### src/rtl/load_store_unit.sv
// load_store_unit: multi-cycle byte/half/word data-memory access stage with req/ack handshake
// Ports: start/is_store/size/sign_ext/addr/store_data request in; mem_req/mem_we/mem_addr/
// mem_be/mem_wdata to memory, mem_ack/mem_rdata back; mem_read_data extended load result;
// busy/done status; misalign_err/timeout_err sticky until the next accepted start.
module load_store_unit #(
   parameter int DataSize      = 32,
   parameter int TimeoutCycles = 16
) (
   input  logic                clk,
   input  logic                rst,
   input  logic                start,
   input  logic                is_store,
   input  logic [1:0]          size,
   input  logic                sign_ext,
   input  logic [DataSize-1:0] addr,
   input  logic [DataSize-1:0] store_data,
   output logic                mem_req,
   output logic                mem_we,
   output logic [DataSize-1:0] mem_addr,
   output logic [3:0]          mem_be,
   output logic [DataSize-1:0] mem_wdata,
   input  logic                mem_ack,
   input  logic [DataSize-1:0] mem_rdata,
   output logic [DataSize-1:0] mem_read_data,
   output logic                busy,
   output logic                done,
   output logic                misalign_err,
   output logic                timeout_err
);
   typedef enum logic [1:0] {IDLE, ACCESS, DONE} state_t;
   state_t state_q, state_d;
   logic [7:0] cnt_q, cnt_d;
   logic [1:0] size_q, size_d, off_q, off_d;
   logic sign_q, sign_d;
   logic mem_req_q, mem_req_d, mem_we_q, mem_we_d, busy_q, busy_d, done_q, done_d;
   logic misalign_q, misalign_d, timeout_q, timeout_d;
   logic [3:0] mem_be_q, mem_be_d;
   logic [DataSize-1:0] mem_addr_q, mem_addr_d, mem_wdata_q, mem_wdata_d, rdata_q, rdata_d;
   logic [DataSize-1:0] shifted, load_ext;
   logic mis;
   // halfword offsets are 0 or 2, so one shift by the lane index serves both sizes
   assign shifted  = mem_rdata >> {off_q, 3'b000};
   assign load_ext = size_q == 2'b00 ? {{24{sign_q & shifted[7]}}, shifted[7:0]} :
                     size_q == 2'b01 ? {{16{sign_q & shifted[15]}}, shifted[15:0]} : shifted;
   assign mis = size == 2'b11 || (size == 2'b01 && addr[0]) || (size == 2'b10 && addr[1:0] != 2'b00);
   always_comb begin
      state_d     = state_q;
      cnt_d       = cnt_q;
      size_d      = size_q;
      off_d       = off_q;
      sign_d      = sign_q;
      mem_req_d   = mem_req_q;
      mem_we_d    = mem_we_q;
      mem_addr_d  = mem_addr_q;
      mem_be_d    = mem_be_q;
      mem_wdata_d = mem_wdata_q;
      rdata_d     = rdata_q;
      misalign_d  = misalign_q;
      timeout_d   = timeout_q;
      done_d      = 1'b0;
      case (state_q)
         IDLE: if (start) begin
            size_d     = size;
            sign_d     = sign_ext;
            off_d      = addr[1:0];
            cnt_d      = 8'd0;
            misalign_d = mis;
            timeout_d  = 1'b0;
            if (mis) begin
               state_d = DONE;
               done_d  = 1'b1;
            end else begin
               state_d     = ACCESS;
               mem_req_d   = 1'b1;
               mem_we_d    = is_store;
               mem_addr_d  = {addr[DataSize-1:2], 2'b00};
               mem_be_d    = size == 2'b00 ? 4'b0001 << addr[1:0] :
                             size == 2'b01 ? (addr[1] ? 4'b1100 : 4'b0011) : 4'b1111;
               mem_wdata_d = size == 2'b00 ? {4{store_data[7:0]}} :
                             size == 2'b01 ? {2{store_data[15:0]}} : store_data;
            end
         end
         ACCESS: if (mem_ack) begin
            state_d   = DONE;
            done_d    = 1'b1;
            mem_req_d = 1'b0;
            rdata_d   = mem_we_q ? rdata_q : load_ext;
         end else if (cnt_q + 8'd1 == 8'(TimeoutCycles)) begin
            state_d   = DONE;
            done_d    = 1'b1;
            mem_req_d = 1'b0;
            timeout_d = 1'b1;
         end else begin
            cnt_d = cnt_q + 8'd1;
         end
         default: state_d = IDLE;
      endcase
      busy_d = state_d != IDLE;
   end
   always_ff @(posedge clk or negedge rst) begin
      if (!rst) begin
         state_q     <= IDLE;
         cnt_q       <= '0;
         size_q      <= '0;
         off_q       <= '0;
         sign_q      <= 1'b0;
         mem_req_q   <= 1'b0;
         mem_we_q    <= 1'b0;
         mem_addr_q  <= '0;
         mem_be_q    <= '0;
         mem_wdata_q <= '0;
         rdata_q     <= '0;
         busy_q      <= 1'b0;
         done_q      <= 1'b0;
         misalign_q  <= 1'b0;
         timeout_q   <= 1'b0;
      end else begin
         state_q     <= state_d;
         cnt_q       <= cnt_d;
         size_q      <= size_d;
         off_q       <= off_d;
         sign_q      <= sign_d;
         mem_req_q   <= mem_req_d;
         mem_we_q    <= mem_we_d;
         mem_addr_q  <= mem_addr_d;
         mem_be_q    <= mem_be_d;
         mem_wdata_q <= mem_wdata_d;
         rdata_q     <= rdata_d;
         busy_q      <= busy_d;
         done_q      <= done_d;
         misalign_q  <= misalign_d;
         timeout_q   <= timeout_d;
      end
   end
   assign mem_req       = mem_req_q;
   assign mem_we        = mem_we_q;
   assign mem_addr      = mem_addr_q;
   assign mem_be        = mem_be_q;
   assign mem_wdata     = mem_wdata_q;
   assign mem_read_data = rdata_q;
   assign busy          = busy_q;
   assign done          = done_q;
   assign misalign_err  = misalign_q;
   assign timeout_err   = timeout_q;
endmodule

### config.mk
export PLATFORM = sky130hd
export DESIGN_NAME = load_store_unit
export DESIGN_NICKNAME = d
export VERILOG_FILES = /design/src/rtl/load_store_unit.sv
export SDC_FILE = /design/constraint.sdc
export NUM_CORES = 1
export LEC_CHECK = 0
export CAP_MARGIN = 5
export CORE_ASPECT_RATIO = 1.1
export CORE_MARGIN = 10
export CORE_UTILIZATION = 45
export DETAILED_ROUTE_END_ITERATION = 16
export GPL_ROUTABILITY_DRIVEN = 0
export PLACE_DENSITY_LB_ADDON = 0.2
export SYNTH_ARGS = -nofsm -noshare
export SYNTH_HDL_FRONTEND = slang
export SYNTH_SLANG_ARGS = --single-unit
export TNS_END_PERCENT = 20
### constraint.sdc
create_clock -name clk -period 2 [get_ports clk]
set_clock_uncertainty 0.15 [all_clocks]
set_input_delay 0.5 -clock clk [delete_from_list [all_inputs] [get_ports clk]]
set_output_delay 0.5 -clock clk [all_outputs]
set_load 0.02 [all_outputs]
* Word level (Yosys, flattened, before mapping) *
Index checks and enable logic that the tools add are counted.

cells by class
  add/sub/neg operators = 1
  multiplexer cells = 30
  shift-type cells = 2
  eq/ne operators = 12
  bitwise logic cells = 4
  div/mod/pow operators = 0
  order comparisons = 0
  reduce and logical (&&, ||, !) cells = 16
  multipliers = 0

operators with widths
  kind                                                                count
  32-bit 2-to-1 mux                                                   4
  32-bit by 5-bit right shift with 32-bit output                      1
  8-bit 2-to-1 mux                                                    3
  8-bit case mux with 2 select lines                                  1
  4-bit 2-to-1 mux                                                    3
  4-bit AND reduction                                                 3
  1-bit 2-to-1 mux                                                    11
  2-bit inequality test (second input constant)                       5
  8-bit by 1-bit adder with 8-bit output (second input constant)      1
  8-bit by 5-bit == test with 1-bit output (second input constant)    1
  2-bit 2-to-1 mux                                                    4
  2-bit by 1-bit == test with 1-bit output (second input constant)    3
  2-bit logical NOT                                                   3
  1-bit case mux with 2 select lines                                  3
  3-bit AND reduction                                                 2
  2-bit nonzero test                                                  3
  2-bit == test (second input constant)                               2
  2-bit case mux with 2 select lines                                  1
  1-bit by 2-bit << shifter with 4-bit output (first input constant)  1
  3-bit inequality test (second input constant)                       1
  1-bit bitwise AND                                                   2
  1-bit logical AND                                                   2
  1-bit logical OR                                                    2
  1-bit NOT                                                           2
  2-bit AND reduction                                                 1

storage, ports and cells
  bits in latches = 0
  bits in registers = 119
  RAM bits = 0
  bits in read-only memories = 0
  logic and storage cells = 80
  memories kept = 0

* Depth between registers and ports, before layout *
Gate-level depths: netlist of the first run.

  depth in word-level cells = 8
  gate-level depth with buffers = 9

* Worst setup path after synthesis of the first run *
OpenSTA, ideal clock, no wires.

  kind = input to register
  start point = input port size[0]
  end point = register mem_addr_q[10], in the netlist mem_addr[10]
  slack = 118 ps
  stages = 7
  arrival time = 1,607 ps
  setup time = 125 ps
  buffers on the path = 3
  cells stage by stage = buf_2 -> inv_1 -> a21oi_1 -> nand2b_1 -> buf_6 -> buf_6 -> mux2_4

on the way
  cells in the longest elaborated chain, start to end = 6

RTL lines
  item                                      line  RTL
  start: declaration                        13    input logic [1:0] size,
  2-bit by 1-bit == test with 1-bit output  45    assign mis = size == 2'b11 || (size == 2'b01 && addr[0]) || (size == 2'b10 && addr[1:0] != 2'b00);
  1-bit logical AND                         45
  1-bit logical OR                          45
  1-bit logical OR *                        45
  1-bit NOT (no line) *                     n/a
  3-bit AND reduction (no line) *           n/a
  end signal: assignment                    125   mem_addr_q <= mem_addr_d;
  end: declaration                          38    logic [DataSize-1:0] mem_addr_q, mem_addr_d, mem_wdata_q, mem_wdata_d, rdata_q, rdata_d;

Mark *: on every way between the ends. The rest lies on a longest branch, timed or not.
A chain may end at the register's enable or synchronous reset.

* Worst setup path in the final report of the first run *
  start point = input port addr[0]
  end point = register mem_addr_q[15], in the netlist mem_addr[15]

on the way
  cells in the longest elaborated chain, start to end = 5

RTL lines
  item                                                            line  RTL
  start: declaration                                              15    input logic [DataSize-1:0] addr,
  2-bit nonzero test / 1-bit logical AND (equally long branches)  45
  1-bit logical AND / 1-bit logical OR (equally long branches)    45
  1-bit logical OR *                                              45
  1-bit NOT (no line) *                                           n/a
  3-bit AND reduction (no line) *                                 n/a

Marks and branches as above.

==> results, run 1 <==
- The DRC violation total after the first TritonRoute iteration is 345.
- The overall fraction of global-route tracks in use is 0.199.
- The final layout contains routed wiring with a total length of 17.6 mm.
- Counting along the longest clock path gives a buffer depth of 2.
- The share of the Yosys chip area taken by registers is 0.508.
- The total clock sinks is 119.
- The die covers 18000 um^2.
- VDD sags by at most 762 uV.
- In the routed design, unresolved DRC markers number 0.
- In the routed layout, each cell is associated on average with a via count of 5.20.
- The root buffer cell chosen for the clock tree is clkbuf_16.
- The launching element type of the critical path is an input port.
- Traced cell by cell, the critical path runs through clkdlybuf4s50_1 > o21ai_1 > a21oi_2 > nand2b_4 > buf_12 > mux2_4.
- In this run the critical register-to-register path is captured at mem_read_data[14].
- The maximum single-stage delay on the critical path is 0.51 ns.
- Entering global routing, the biggest net connects 54 pins.
- The multiplexer share of the synthesized area is 0.189.
- The number of cells on the worst reg-to-reg path is 6.
- In the finished design, the share of the clock period the worst path needs comes to 0.963.
- From synthesis to final layout, the design area changed by 50.8%.
- The final layout contains 882 nets.
- Clock-pin slew was measured on the worst setup and hold paths at 0.05 ns.
- The clock latency reported for the late side of the worst-skew pair is 0.40 ns.
- The synthesis-stage register bit count is 119.
- The number of stages on the worst setup path is 6.
- For flop-to-flop paths, the worst setup slack is 0.12 ns.
- The count of max-cap constraint violations is 0.
- Counting both buffers and inverters, the worst setup path holds a total of 2.
- The peak clock frequency supported by timing is 519 MHz.
- After global routing the overflow that remains totals 0.
- The global-route wire length before repair is 28.5 mm.
- The layout has 973 filler cells.
- The average wire length per cell after detail routing is 18.6 um.
- The min-delay analysis places its worst path in the category flip-flop to flip-flop.
- In this run the most critical hold path is launched from mem_wdata[21].
- The region available for standard cell placement spans 12700 um^2.
- The initial antenna violation count is 0.
- After floorplanning, the core was divided into 43 placement rows.
- The detailed-route via count is 4917.
- The die is 140 um tall.
- The I/O pin count is 210.
- The final critical delay including setup and external delays is 1.93 ns.
- Leaving out fill and tap cells, the most frequent cells in the layout are dfrtp_1, clkdlybuf4s50_1, dlygate4sd2_1, nand2_1, o21ai_0.
- The slowest stage of the critical path belongs to the cell clkdlybuf4s50_1.
- For this design the ratio of total power to cell area is 1370 nW/um^2.
- The run finished with clean final reports.
- The HPWL after detailed placement is 13.6 mm.
- The area occupied by multi-input gates is 2660 um^2.
- TritonCTS built the clock tree.
- The area occupied by registers is 2980 um^2.
- The library cell used most frequently in the layout, excluding fill and tap cells, is dfrtp_1.
- Along the worst hold path, the cell count comes to 2.
- The finished layout holds 946 standard cells, fillers aside.
- 0 antenna diodes ended up in the layout.
- The depth of the CTS H-tree is 4.
- In this run the cell area of the synthesized design comes to 5860 um^2.
- Setup repair after global routing left no endpoint under its margin.
- The xor-xnor portion of the synthesized cell area is 0.00299.
- The remaining antenna violation count after routing is 0.
- The kind of cell adding the most delay to the critical path is buffers and inverters.
- The leakage component of the power is 0.00421 uW.
- The beginning of the worst register-to-register path is off_q[0].
- The fraction of layout instances using a drive strength above 1 is 0.175.
- Buffers inserted during clock tree synthesis total 17.
- The worst setup path is of the input port to flip-flop kind.
- The number of max-slew violations in the final report is 0.
- Along the worst path, the maximum fanout reaches 17.
- STA puts the critical path data arrival time at 2.06 ns.
- The critical path data required time is 2.14 ns.
- After detailed placement, the total cell area comes to 8270 um^2.
- The first-pass detailed-route iteration total is 4.
- The synthesized instance count is 541.
- The finished cells cover 8840 um^2.
- The transition at the pin with the smallest max-transition slack is 0.553 ns.
- The overall die width is 129 um.
- The count of unique library cells instantiated by Yosys is 52.
- Of the total synthesized cell area, the portion taken by AND, OR, NAND and NOR gates is 0.124.
- The number of buffers inserted by port buffering is 207.
- The worst setup path is captured at a flip-flop.
- By area, the combinational part of the netlist is dominated by multiplexers.
- Of the total synthesized cell area, the portion taken by full adders, half adders and majority gates is 0.00213.
- The synthesis warning total is 0.
- Headroom to the max-slew limit came out at 0.630.
- The starting density of the core is 0.462.
- The cell count after placement is 913.
- The number of global-route vias before repair is 5292.
- Each instance of the synthesized netlist takes up on average 10.8 um^2.
- The worst hold path terminates at mem_wdata[21].
- The number of failing hold endpoints at the final stage is 0.
- The synthesized-area fraction occupied by ao, oa, aoi and oai cells is 0.126.
- Setup violations remaining at the end of the flow were counted as 0.
## cell type report
cell class / count / area share
Tap cell: 157 / 0.0222
Sequential cell: 119 / 0.337
Timing Repair Buffer: 252 / 0.267
Multi-Input combinational cell: 381 / 0.300
Clock buffer: 24 / 0.0579
Inverter: 6 / 0.00255
Clock inverter: 7 / 0.0130
## per-layer routing
layer,wire [um],global-route usage,share of wire
met1,6990,0.226,0.40
met4,169,0.0605,0.0096
met5,0,0,0
met3,1670,0.0874,0.095
met2,8800,0.329,0.50
## cells by family (layout without fill, tap and decap cells)
group	count (synthesis)	after routing
other	1	2
multiplexers	89	89
buffers and inverters	42	289
flip-flops	119	119
adder cells (fa/ha/maj)	1	1
AO/OA/AOI/OAI	125	125
AND/OR/NAND/NOR	162	162
XOR/XNOR	2	2
## sequential cells by signal (all words and copies together), names as in the netlist
name and cells:
state_q 2, mem_read_data 32, size_q 2, sign_q 1, mem_be 4, timeout_err 1
mem_we 1, done 1, mem_addr 30, mem_wdata 32, mem_req 1, busy 1
off_q 2, misalign_err 1, cnt_q 8
## Yosys cell counts, drive strengths merged
library cell  count  area [um^2]
clkbuf            8         30.0
nand3b            1         7.51
mux2             48          687
nor2             44          168
o31a              2         17.5
a21o              1         7.51
nand3             9         50.1
and2              2         12.5
nand2b            3         18.8
a2111oi           1         27.5
a31oi             2         27.5
nand2            80          300
o211ai            3         22.5
or3               3         18.8
mux4              1         22.5
buf              28          220
a21oi            45          229
inv               6         22.5
ha                1         12.5
a32oi             2         17.5
or2               1         6.26
o21ai            56          280
a211o             1         8.76
a2111o            1         11.3
nor3              3         15.0
xnor2             1         8.76
o311ai            1         8.76
nor2b             5         33.8
nor3b             2         26.3
o21a              7         52.6
nor4              3         18.8
and3              2         12.5
nor4b             1         15.0
mux2i            40          400
xor2              1         8.76
o2bb2ai           2         17.5
conb              1         3.75
and4b             1         10.0
o2111a            1         11.3
dfrtp           119         2980
or4               2         15.0
## where the power goes
group	internal (uW)	switching, uW
registers	3350	606
logic	2220	2760
clock network	2150	1040
## stage by stage
step / hold WS (ns) / total power [uW] / util / setup TNS [ns] / worst slack, ns
floorplan: 0.0544 / 6810 / - / 0 / 0.118
CTS: 0.328 / 12200 / 0.693 / 0 / 0.00775
detailed placement: 0.259 / 9620 / 0.652 / -36.77 / -0.616
global route: 0.354 / 12800 / 0.696 / 0 / 0.00286
global placement: 0.259 / 9500 / 0.652 / -31.54 / -0.517
finish: 0.319 / 12100 / 0.696 / 0 / 0.0744
## repair_timing
item / CTS / global route
hold buffers: 1 / 0
setup buffers: 0 / 1
resized for setup: 104 / 6
endpoints found under the hold margin: 18 / 0
setup endpoints to repair: 130 / 22
pin swaps: 0 / 2
## tightest hold or removal path, stage by stage (launching register included)
cell and delay [ns]:
dfrtp_1 0.33, nand2_1 0.04, o21ai_0 0.06
## how the worst max path moves through the flow
stage	from	endpoint	slack (ns)
final	addr[0]	mem_addr[15]	0.07
after global routing	addr[0]	mem_addr[24]	0.003
after CTS	busy	busy	0.008
after detailed placement	mem_rdata[7]	mem_read_data[23]	-0.62
after global placement	mem_rdata[7]	mem_read_data[31]	-0.52
after floorplan	size[0]	mem_addr[10]	0.12
Power figures use the tool's default switching activity.
==> run 2: changes to the inputs <==
- CAP_MARGIN: 5 -> unset
- GPL_ROUTABILITY_DRIVEN: 0 -> 1
- PLACE_DENSITY: unset -> 0.82
- PLACE_DENSITY_LB_ADDON: 0.2 -> unset
==> run 2 against run 1 <==
Hold slack better by 0.0050 ns; register-to-register slack hardly changed; critical endpoint is now mem_read_data[13]; design area is 0.54% higher; maximum frequency hardly changed; routed wire length is 9.4% higher; total power is 1.9% higher; sequential share of layout area is 0.18 points lower; sequential power is 1% higher; via count is 3.3% higher; clock-buffer cell count is 5 lower.
==> results, run 2 (synthesis results as in run 1) <==
- Run status: completed (unchanged).
- The worst-case clock buffer depth is 2 (unchanged).
- The clock root buffer master is clkbuf_16 (unchanged).
- Top library cells by usage in the layout, fill and taps aside: dfrtp_1, dlygate4sd2_1, clkdlybuf4s50_1, nand2_1, o21ai_0 (was dfrtp_1, clkdlybuf4s50_1, dlygate4sd2_1, nand2_1, o21ai_0).
- The final wirelength was 19.3 mm (was 17.6 mm).
- The number of failing hold endpoints at the final stage is 0 (unchanged).
- The DRC violation total after the first TritonRoute iteration is 356 (was 345).
- The transition at the pin with the smallest max-transition slack is 0.507 ns (was 0.553 ns).
- The area growth from synthesis to layout was 51.7% (was 50.8%).
- The fraction of layout instances using a drive strength above 1 is 0.180 (was 0.175).
- The met3 layer usage reported by global route is 0.0870 (was 0.0874).
- The critical path data required time came to 2.14 ns (about the same).
- The count of unresolved DRC violations after routing came to 0 (unchanged).
- The standard cell core area is 12700 um^2 (unchanged).
- The area of the die was 18000 um^2 (unchanged).
- The average wire length per cell after detail routing was 20.2 um (was 18.6 um).
- The peak clock frequency supported by timing came to 519 MHz (about the same).
- The fraction of the cycle the final worst path needs is 0.963 (about the same).
- The number of antenna repair diodes came to 0 (unchanged).
- The clock latency reported for the late side of the worst-skew pair is 0.40 ns (about the same).
- The accumulated negative setup slack is 0 ns (unchanged).
- The total clock buffers created by CTS is 17 (unchanged).
- The final critical delay including setup and external delays came to 1.93 ns (about the same).
- The overall die width is 129 um (unchanged).
- The commonest non-fill, non-tap cell in the layout is dfrtp_1 (unchanged).
- The remaining antenna violation count after routing was 0 (unchanged).
- The die height is 140 um (unchanged).
- The launching element type of the critical path is an input port (unchanged).
- The overall fraction of global-route tracks in use came to 0.213 (was 0.199).
- The starting density of the core is 0.462 (unchanged).
- The class of the tightest hold or removal check was flip-flop to flip-flop (unchanged).
- The met2 track demand over resource is 0.364 (was 0.329).
- The detailed-route via count came to 5079 (was 4917).
- The leftover overflow at the end of global routing was 0 (unchanged).
- The overall power consumption is 12300 uW (was 12100 uW).
- The nature of the critical path endpoint was a flip-flop (unchanged).
- The number of global-route vias before repair is 5611 (was 5292).
- The clock transition at the registers of the reported paths came to 0.06 ns (was 0.05 ns).
- The global-route wire length before repair is 30.3 mm (was 28.5 mm).
- The CTS tree is yes (unchanged).
- The final-stage net count was 888 (was 882).
- The first-pass detailed-route iteration total is 5 (was 4).
- The initial antenna violation count is 0 (unchanged).
- At the end of routability-driven placement, the weighted congestion stood at 0.938.
- The HPWL after detailed placement was 14.8 mm (was 13.6 mm).
- RSZ-0062 raised after global routing: no (unchanged).
- The final hold slack was 0.324 ns (was 0.319 ns).
- The placement row count is 43 (unchanged).
- The maximum vdd ir drop was 844 uV (was 762 uV).
- The depth of the CTS H-tree is 4 (unchanged).
- The vias per cell is 5.34 (was 5.20).
- The worst-case register-to-register setup slack was 0.13 ns (was 0.12 ns).
- The class of the most critical setup path is input port to flip-flop (unchanged).
- The maximum number of pins on one net before global-route repair is 40 (was 54).
- The I/O pin count is 210 (unchanged).
- The total clock sinks was 119 (unchanged).
- The leakage component of the power was 0.00422 uW (was 0.00421 uW).
- The count of max-cap constraint violations came to 0 (unchanged).
- The maximum fanout along the worst path came to 8 (was 17).
- The highest-utilization routing layer at the global route stage is met2 (unchanged).
- The worst-case headroom to the max-slew limit is 0.659 (was 0.630).
- The number of max-slew violations in the final report was 0 (unchanged).
- The met1 track demand over resource in global routing was 0.233 (was 0.226).
- The total power density per cell area came to 1390 nW/um^2 (was 1370 nW/um^2).
- The arrival time of the worst setup path is 2.07 ns (was 2.06 ns).
- The final setup violation count came to 0 (unchanged).
- The number of buffers inserted by port buffering came to 207 (unchanged).
## run 2: cell types whose count changed in the layout (fill, tap and decap cells not counted), sizes merged
cell,delta
buf,+6
clkbuf,-5
clkinv,+3
bufinv,+2
dlygate4sd2,+1
dlymetal6s2s,-1
## run 2: final cells by class
type / instances / area [um^2]
Sequential cell: 119 / 2980
Fill cell: 952 / 3810
Inverter: 6 / 22.5
Clock buffer: 19 / 443
Clock inverter: 12 / 201
Tap cell: 157 / 196
Multi-Input combinational cell: 381 / 2630
Timing Repair Buffer: 258 / 2410
## run 2: where the power goes
| group | leakage, uW | internal (uW) | switching (uW) |
|---|---|---|---|
| Sequential | 0.00144 | 3350 | 653 |
| Combinational | 0.00248 | 2220 | 2790 |
| Clock | 0.000309 | 2240 | 1090 |
## run 2: final timing paths
path	from	to	cells past startpoint
max	mem_rdata[23]	mem_read_data[13]	5
min	mem_wdata[24]	mem_wdata[24]	2
max reg2reg	off_q[1]	mem_read_data[29]	6
min reg2reg	mem_wdata[24]	mem_wdata[24]	2
max in group asynchronous	rst	mem_addr[18]	3
min in group asynchronous	rst	cnt_q[7]	2
## run 2: what timing repair did
action / CTS / global route
hold endpoints to repair: 25 / 0
resized for setup: 103 / 7
hold buffers: 1 / 0
setup endpoints to repair: 103 / 44
setup buffers: 0 / 0
## run 2: layer usage
| layer | vias to the layer above | share of wire | routed length, um |
|---|---|---|---|
| li1 | 2376 | - | - |
| met1 | 2420 | 0.39 | 7540 |
| met2 | 249 | 0.49 | 9460 |
| met3 | 34 | 0.099 | 1900 |
| met4 | 0 | 0.019 | 373 |
| met5 | - | 0 | 0 |
## run 2: metrics by stage
stage / setup slack, ns / cells / util / area [um^2]
after detailed placement: -0.385 / 920 / 0.657 / 8340
final: 0.0735 / 952 / 0.700 / 8890
after global placement: -0.333 / 920 / 0.657 / 8340
after floorplan: 0.118 / 542 / - / 5870
after CTS: 0.0132 / 952 / 0.698 / 8860
after global routing: 0.00539 / 952 / 0.700 / 8890
## run 2: worst max-delay path, cell delays in order
cell and delay, ns:
clkdlybuf4s50_1 0.45, mux4_2 0.54, a31oi_4 0.27, o21ai_0 0.18, o21a_1 0.13
==> patch, RTL diff (flow settings as in run 2) <==
`TimeoutCycles`: 16 -> 8.
--- a/src/rtl/load_store_unit.sv
+++ b/src/rtl/load_store_unit.sv
@@ -4,7 +4,7 @@
 // busy/done status; misalign_err/timeout_err sticky until the next accepted start.
 module load_store_unit #(
    parameter int DataSize      = 32,
-   parameter int TimeoutCycles = 16
+   parameter int TimeoutCycles = 8
 ) (
    input  logic                clk,
    input  logic                rst,
Formal check against the unedited RTL: same outputs for any inputs over 4 cycles, from zero or initial values and one cycle with rst low; that may be too few to reach the edited logic, so the function may still have changed.
==> patch against run 2 <==
  * The flow now finishes with violations (setup timing)
  * Sequential cell count unchanged
  * Synthesized area decreased by 2.8%
  * Synthesized cell count is 1.8% higher
  * Sequential share of layout area rose by 0.11 points
  * Via count up 3.4%
  * Power down 5.9%
  * Routed wire length is 2.7% higher
  * Count of clock-buffer cells in the layout decreased by 2
  * Core utilization up 1.1 points
  * Die area shrank 2.4%
  * Cell area is 0.17% lower
  * Worst setup slack got worse by 0.22 ns
==> patch: results <==
{
  "dr.first_iter.drc_count": 343,
  "reg2reg_depth": 8,
  "r2r_end": "cnt_q[4]$_DFFE_PN0P_",
  "hold_start": "mem_read_data[5]$_DFFE_PN0P_",
  "cp.arrival_ns": 2.34,
  "setup_viol": 10,
  "fin_hold_ws_ns": 0.326,
  "synthAdderAreaFrac": 0.00439,
  "ys_types": 53,
  "avgSynthCellArea_um2": 10.3,
  "synth.yosys.seq_area_share": 0.523,
  "synth-compound-area-share": 0.128,
  "critPathMaxFanout": 6,
  "gp_congestion": 0.869,
  "violations": "setup timing",
  "grtUsageTotal": 0.219,
  "fin_nets": 904,
  "synth_xor_xnor_area_share": 0.00461,
  "dp_cells": 926,
  "drive_gt1_frac": 0.219,
  "timing.rr.start": "cnt_q[1]$_DFFE_PN0P_",
  "vias": 5251,
  "detail_route.wl_per_cell_um": 20.4,
  "cellLeakagePower_nw": 4.11,
  "wirelength_mm": 19.8,
  "status": "finished, violations left",
  "worst_slack_ns": -0.147,
  "synthMuxAreaShare": 0.168,
  "crit_slowest_cell": "or4_4",
  "tns_ns": -0.804,
  "holdPathEnd": "mem_read_data[5]$_DFFE_PN0P_",
  "ys_top_cells_by_count": "dfrtp_1, nand2_1, mux2_2, o21ai_0, mux2i_1",
  "grt_pass1_wl_mm": 31.1,
  "hpwlAfterDp_mm": 14.8
}
[patch: changes by cell type after synthesis, moves of 6 or more]
cell and delta:
mux2_2 +38, o21ai_1 -9, nand2_1 +25, o21a_1 -7, mux2_4 -39, a21oi_1 -15
o22a_1 +6, clkbuf_1 +7, buf_6 -8, o211ai_1 +9
[patch: metrics by stage]
stage | cell area, um2 | setup WS, ns
3_5_place_dp | 8200 | -0.402
2_1_floorplan | 5720 | -0.00334
6_report | 8870 | -0.147
5_1_grt | 8870 | -0.185
3_3_place_gp | 8200 | -0.365
4_1_cts | 8760 | -0.0566
[patch: cell type report]
type | count | area [um2]
clock inverter | 15 | 144
clock buffer | 17 | 425
timing repair buffer | 265 | 2440
tap | 157 | 196
sequential | 119 | 2980
inverter | 6 | 22.5
multi-input combinational | 389 | 2660
fill | 897 | 3610
[patch: kinds of logic after synthesis]
logic type | Yosys count
mux | 90
other cells | 1
xor+xnor | 3
buf+inv | 45
fa+ha+maj | 2
compound gates | 117
simple gates | 174
flops | 119
[patch: repair_timing]
action | in CTS | in global routing
buffers inserted | 5 | 4
setup endpoints to repair | 121 | 46
cloned | 1 | 0
hold buffers | 1 | 0
gates resized for setup | 116 | 24
pin swaps | 5 | 9
endpoints found under the hold margin | 14 | 0
[patch: worst max-delay path by stage]
stage	end	cells after the start	slack, ns	from
after detailed placement	mem_read_data[8]$_DFFE_PN0P_	7	-0.40	mem_rdata[31]
after CTS	cnt_q[5]$_DFFE_PN0P_	7	-0.06	cnt_q[1]$_DFFE_PN0P_
after floorplan	mem_addr[10]$_DFFE_PN0P_	7	-0.003	size[1]
after global placement	mem_read_data[8]$_DFFE_PN0P_	7	-0.37	mem_rdata[31]
after global routing	cnt_q[4]$_DFFE_PN0P_	8	-0.19	cnt_q[1]$_DFFE_PN0P_
final	cnt_q[4]$_DFFE_PN0P_	8	-0.15	cnt_q[1]$_DFFE_PN0P_
[patch: critical path, delay by kind of cell (launching register included)]
kind / cells / cell delay (ns)
adders and majority gates: 1 / 0.20
and+or+nand+nor: 3 / 0.66
buffers and inverters: 2 / 0.27
muxes: 1 / 0.10
AOI/OAI and AO/OA: 1 / 0.26
DFF: 1 / 0.45
[patch: power by group]
group          switching, mW  total, mW  internal [mW]
registers              0.597       3.94           3.34
logic                   2.75       4.74           1.99
clock network           1.20       2.93           1.73
total                   4.55       11.6           7.06
[patch: layer usage]
layer | up-vias | routed length, um | global-route usage
met1 | 2566 | 7570 | 0.237
met5 | - | 0 | 0
met4 | 0 | 413 | 0.0894
met2 | 235 | 9650 | 0.358
met3 | 32 | 2160 | 0.107
li1 | 2418 | - | -
